==> src/rtl/adq_temperatura.sv <==
// adq_temperatura: SPI mode-0 read-only master for a digital temperature sensor.
// Samples a 16-bit frame every SAMPLE_PERIOD clocks and extracts the signed 11-bit reading (0.1 C/LSB) and the fault bit.
// Optional macro PROMEDIO_EN: when defined, temp_salida is a 4-sample moving average of good frames.
module adq_temperatura #(
  parameter int CLK_DIV       = 4,
  parameter int SAMPLE_PERIOD = 1000
) (
  input  logic        clk,
  input  logic        rst,
  input  logic        habilitar,
  input  logic        miso,
  output logic        sclk,
  output logic        cs_n,
  output logic [10:0] temp_salida,
  output logic        temp_valida,
  output logic        sensor_falla,
  output logic        ocupado
);

  localparam int TW = $clog2(SAMPLE_PERIOD);
  localparam int CW = $clog2(2 * CLK_DIV);
  localparam logic [TW-1:0] T_FIN = TW'(SAMPLE_PERIOD - 1);
  localparam logic [CW-1:0] C_MED = CW'(CLK_DIV - 1);
  localparam logic [CW-1:0] C_FIN = CW'(2 * CLK_DIV - 1);

  if (CLK_DIV < 2) begin : g_chk_div
    $error("adq_temperatura: CLK_DIV must be >= 2");
  end
  if (SAMPLE_PERIOD <= 2 * CLK_DIV * 17 + 2) begin : g_chk_periodo
    $error("adq_temperatura: SAMPLE_PERIOD too short for one frame");
  end

  typedef enum logic [2:0] {
    IDLE,
    CS_SETUP,
    SHIFT,
    CS_HOLD,
    UPDATE
  } estado_t;

  estado_t        estado;
  logic [TW-1:0]  timer;
  logic [CW-1:0]  cnt;
  logic [3:0]     nbit;
  logic [10:0]    dato;        // frame bits [15:5], the signed reading
  logic           falla_bit;   // frame bit 0
  logic [10:0]    valor_nuevo; // value loaded into temp_salida on a good frame
  logic           arranque;

  // A conversion starts only from IDLE, at terminal count, while enabled.
  assign arranque = (estado == IDLE) && (timer == T_FIN) && habilitar;

  // Sample-period timer: free-runs up to terminal count, holds there until a conversion starts.
  always_ff @(posedge clk) begin
    if (rst) begin
      timer <= '0;
    end else if (arranque) begin
      timer <= '0;
    end else if (timer != T_FIN) begin
      timer <= timer + TW'(1);
    end
  end

  // Frame sequencer: chip select, serial clock, bit capture and the registered result outputs.
  always_ff @(posedge clk) begin
    if (rst) begin
      estado       <= IDLE;
      cnt          <= '0;
      nbit         <= '0;
      dato         <= '0;
      falla_bit    <= 1'b0;
      sclk         <= 1'b0;
      cs_n         <= 1'b1;
      temp_salida  <= '0;
      temp_valida  <= 1'b0;
      sensor_falla <= 1'b0;
      ocupado      <= 1'b0;
    end else begin
      temp_valida <= 1'b0;
      case (estado)
        IDLE: begin
          if (arranque) begin
            estado  <= CS_SETUP;
            cs_n    <= 1'b0;
            ocupado <= 1'b1;
            cnt     <= '0;
          end
        end
        CS_SETUP: begin
          if (cnt == C_MED) begin
            estado <= SHIFT;
            cnt    <= '0;
            nbit   <= '0;
          end else begin
            cnt <= cnt + CW'(1);
          end
        end
        SHIFT: begin
          if (cnt == C_MED) begin
            // sclk rises on this edge; miso has been stable since the previous falling edge.
            sclk <= 1'b1;
            if (nbit <= 4'd10) dato <= {dato[9:0], miso};
            if (nbit == 4'd15) falla_bit <= miso;
            cnt <= cnt + CW'(1);
          end else if (cnt == C_FIN) begin
            sclk <= 1'b0;
            cnt  <= '0;
            if (nbit == 4'd15) begin
              estado <= CS_HOLD;
            end else begin
              nbit <= nbit + 4'd1;
            end
          end else begin
            cnt <= cnt + CW'(1);
          end
        end
        CS_HOLD: begin
          if (cnt == C_MED) begin
            estado <= UPDATE;
            cs_n   <= 1'b1;
            cnt    <= '0;
          end else begin
            cnt <= cnt + CW'(1);
          end
        end
        UPDATE: begin
          estado  <= IDLE;
          ocupado <= 1'b0;
          if (falla_bit) begin
            sensor_falla <= 1'b1;
          end else begin
            temp_salida  <= valor_nuevo;
            temp_valida  <= 1'b1;
            sensor_falla <= 1'b0;
          end
        end
        default: begin
          estado <= IDLE;
          cs_n   <= 1'b1;
          sclk   <= 1'b0;
        end
      endcase
    end
  end

`ifdef PROMEDIO_EN
  // The window holds the three previous good samples; the incoming sample is the fourth entry.
  logic signed [10:0] hist [3];
  logic               cebado;
  logic signed [12:0] suma;

  // Window sum sign-extended to 13 bits; the top 11 bits are the floor of sum/4.
  always_comb begin
    suma = $signed({{2{dato[10]}}, dato})
         + $signed({{2{hist[0][10]}}, hist[0]})
         + $signed({{2{hist[1][10]}}, hist[1]})
         + $signed({{2{hist[2][10]}}, hist[2]});
  end

  assign valor_nuevo = cebado ? suma[12:2] : dato;

  // Window update on good frames only; the first good frame after reset fills every entry.
  always_ff @(posedge clk) begin
    if (rst) begin
      cebado <= 1'b0;
      for (int i = 0; i < 3; i++) hist[i] <= '0;
    end else if (estado == UPDATE && !falla_bit) begin
      cebado <= 1'b1;
      if (!cebado) begin
        for (int i = 0; i < 3; i++) hist[i] <= dato;
      end else begin
        hist[0] <= dato;
        hist[1] <= hist[0];
        hist[2] <= hist[1];
      end
    end
  end
`else
  assign valor_nuevo = dato;
`endif

endmodule
==> config.mk <==
export PLATFORM = sky130hd
export DESIGN_NAME = adq_temperatura
export DESIGN_NICKNAME = d
export VERILOG_FILES = /design/src/rtl/adq_temperatura.sv
export SDC_FILE = /design/constraint.sdc
export NUM_CORES = 1
export LEC_CHECK = 0
export BUFFER_PORTS_ARGS = -buffer_cell sky130_fd_sc_hd__clkbuf_2
export CAP_MARGIN = 20
export CELL_PAD_IN_SITES_DETAIL_PLACEMENT = 0
export CELL_PAD_IN_SITES_GLOBAL_PLACEMENT = 1
export CORE_ASPECT_RATIO = 0.5
export CORE_MARGIN = 4
export CORE_UTILIZATION = 30
export CTS_CLUSTER_SIZE = 12
export DETAILED_ROUTE_END_ITERATION = 6
export PLACE_DENSITY_LB_ADDON = 0.12
export SLEW_MARGIN = 20
export SYNTH_ARGS = -nofsm -noshare
export SYNTH_HDL_FRONTEND = slang
export SYNTH_SLANG_ARGS = --single-unit
==> constraint.sdc <==
create_clock -name clk -period 2.7 [get_ports clk]
set_input_delay 0 -clock clk [delete_from_list [all_inputs] [get_ports clk]]
set_output_delay 0 -clock clk [all_outputs]
set_load 0.05 [all_outputs]
==> results.json <==
{
  "setup_tns_ns": 0,
  "drv_slew": 0,
  "cap_violations": 0,
  "dp.cells": 345,
  "wl_per_cell_um": 13.0,
  "hold_path.class": "primary input to flip-flop",
  "grt_overflow": 0,
  "htree_levels": 2,
  "portBuffers": 19,
  "status": "completed",
  "syn_area_per_cell_um2": 8.79,
  "yosysWarningCount": 0,
  "dp_hpwl_um": 3070,
  "p_leak_uw": 0.000930,
  "core-area_mm2": 0.00683,
  "grt_max_degree": 30,
  "worst-slew-pin-transition_ns": 0.884,
  "setup_violations": 0,
  "cts_hold_buf": 1,
  "synth_ff_type": "dfxtp_1",
  "critPathMaxFanout": 15,
  "fmax_ghz": 0.528,
  "ios": 20,
  "cts_sinks": 48,
  "drive_gt1_share_pct": 15.6,
  "wl_um": 4590,
  "drc": 0,
  "syn_area_mm2": 0.00215,
  "grt_pass1_wl_um": 8000,
  "synth.distinct_cells": 44,
  "areaGrowthSynthToFinish_pct": 16.3,
  "gp_congestion": 0.716,
  "drt-initial-drc-count": 74,
  "clock_skew_ns": 0.00638,
  "root_buffer": "clkbuf_16",
  "nFillCells": 708,
  "synth_seq_area_share_pct": 44.6,
  "final_cells": 354,
  "vias": 1706,
  "start_util_pct": 31.5,
  "synth_seq_cells": 48,
  "cts_setup_buffers": 0,
  "nets": 272,
  "post_cts_resized": 0,
  "synth_edf_count": 0,
  "fin_util_pct": 36.7,
  "cts.clk_slew.worst_paths_ns": 0.07,
  "hold_viol_final": 0,
  "cp_data_required_time_ns": 2.93,
  "power_density_mw_per_mm2": 595,
  "worstSetupStartpointType": "flip-flop",
  "dieHeight_um": 67.9,
  "clk_latency_ns": 0.29,
  "drtAntennaViolNets": 0,
  "cts_tree": "yes",
  "max_slew_margin_pct": 40.9,
  "async_flop_share_pct": 0,
  "vias_per_cell": 4.82,
  "rsz0062_at_grt": "no",
  "gr-usage-all-layers_pct": 11.5,
  "first_pass_iters": 4,
  "crit_type": "flip-flop to flip-flop",
  "rows": 21,
  "grt.busiest_layer": "met2",
  "synth_fp_nets": 256,
  "die_area_mm2": 0.00868,
  "final.period_utilization_pct": 70.1,
  "grt_use_met2_pct": 19.5,
  "cts_buffers": 5,
  "grt_pass1_vias": 1651,
  "ir_worst_vdd_mv": 0.223,
  "antenna_found_initial": 0,
  "met1_usage_pct": 14.4,
  "end_kind": "flip-flop",
  "antenna_cells": 0,
  "cts.path.max_buffers": 2,
  "die_x_um": 128,
  "fin_crit_ns": 1.89,
  "grtUsageMet3_pct": 3.98,
  "syn_inst": 245,
  "cp.arrival_ns": 2.13
}
## layout make-up
type	instances	area, µm²	area share [%]
multi-input cells	174	1090	43.5
well taps	92	115	4.59
inverters	8	30.0	1.20
clock buffers	6	139	5.54
flip-flops and latches	48	961	38.3
clock inverters	2	38.8	1.55
repair buffers	24	133	5.29
## stage by stage
step / cell area, µm² / hold WS (ns) / setup slack [ns] / total power, µW
after floorplan: 2150 / 0.148 / 1.04 / 762
final: 2510 / 0.0108 / 0.807 / 1490
after detailed placement: 2320 / 0.272 / 0.790 / 772
after global routing: 2510 / 0.0312 / 0.574 / 1550
after global placement: 2310 / 0.268 / 0.769 / 771
after CTS: 2510 / 0.00717 / 0.781 / 1520
## worst max-delay path: stages (launching register included)
cell and delay, ns:
dfxtp_1 0.64, or3b_1 0.23, nor2_1 0.05, nor2_1 0.67, a22o_1 0.26
## layer usage
metal,vias to the layer above,share of wire [%]
met3,5,4.2
met1,780,52
met5,-,0
met2,18,43
met4,0,0.63
li1,903,-
## cell usage in the layout (no fill, tap or decap), types with 6 or more instances in the layout
cell type and n:
a21oi_1 22, a22o_1 11, clkbuf_2 19, dfxtp_1 48
ha_1 7, inv_1 8, nand2_1 10, nand2b_1 6
nand3_1 17, nor2_1 22, nor3_1 7, o21ai_0 22
## registers in the layout, summed over array words and instances, names as in the netlist
name,count
dato,11
temp_salida,11
timer,10
nbit,4
cnt,3
estado,3
cs_n,1
falla_bit,1
ocupado,1
sclk,1
sensor_falla,1
temp_valida,1
## report_power, final
part | switching (µW) | total, µW | internal [µW]
Clock | 271 | 735 | 464
Combinational | 27.4 | 39.1 | 11.7
Sequential | 3.80 | 717 | 713
Total | 302 | 1490 | 1190
## cells in the mapped netlist, types with 2 or more instances
cell type	number	area, µm²
inv_1	8	30.0
ha_1	7	87.6
dfxtp_1	48	961
clkbuf_1	8	30.0
mux2i_1	2	20.0
buf_1	3	11.3
and2_1	2	12.5
nand2b_1	6	37.5
buf_6	2	22.5
a31oi_1	3	18.8
nand2_1	10	37.5
o21ai_0	22	110
o21a_1	2	15.0
or2_2	3	18.8
and3_1	2	12.5
a22o_1	11	96.3
a21oi_1	22	110
nand3_1	17	85.1
nand4_1	2	12.5
buf_2	2	10.0
nor2b_1	5	31.3
a21o_1	3	22.5
xor2_1	3	26.3
nor3_1	7	35.0
nor2_1	22	82.6
xnor2_1	5	43.8
## path summary, 6_finish.rpt
kind                endpoint          from  cells after the start  slack, ns
max          temp_salida[10]     estado[1]                      4       0.81
min                estado[0]     habilitar                      3       0.01
min reg2reg     sensor_falla  sensor_falla                      1       0.46
max reg2reg  temp_salida[10]     estado[1]                      4       0.81
## kinds of logic (layout without fill, tap and decap cells)
kind of cell    Yosys count  in the layout  share of synthesized area (%)
compound gates           71             71                           21.0
simple gates             85             85                           20.8
mux                       3              3                           1.45
xor+xnor                  8              8                           3.25
buf+inv                  23             40                           4.82
fa+ha+maj                 7              7                           4.06
flops                    48             48                           44.6
Note: power is estimated with default switching activity, not from simulation.
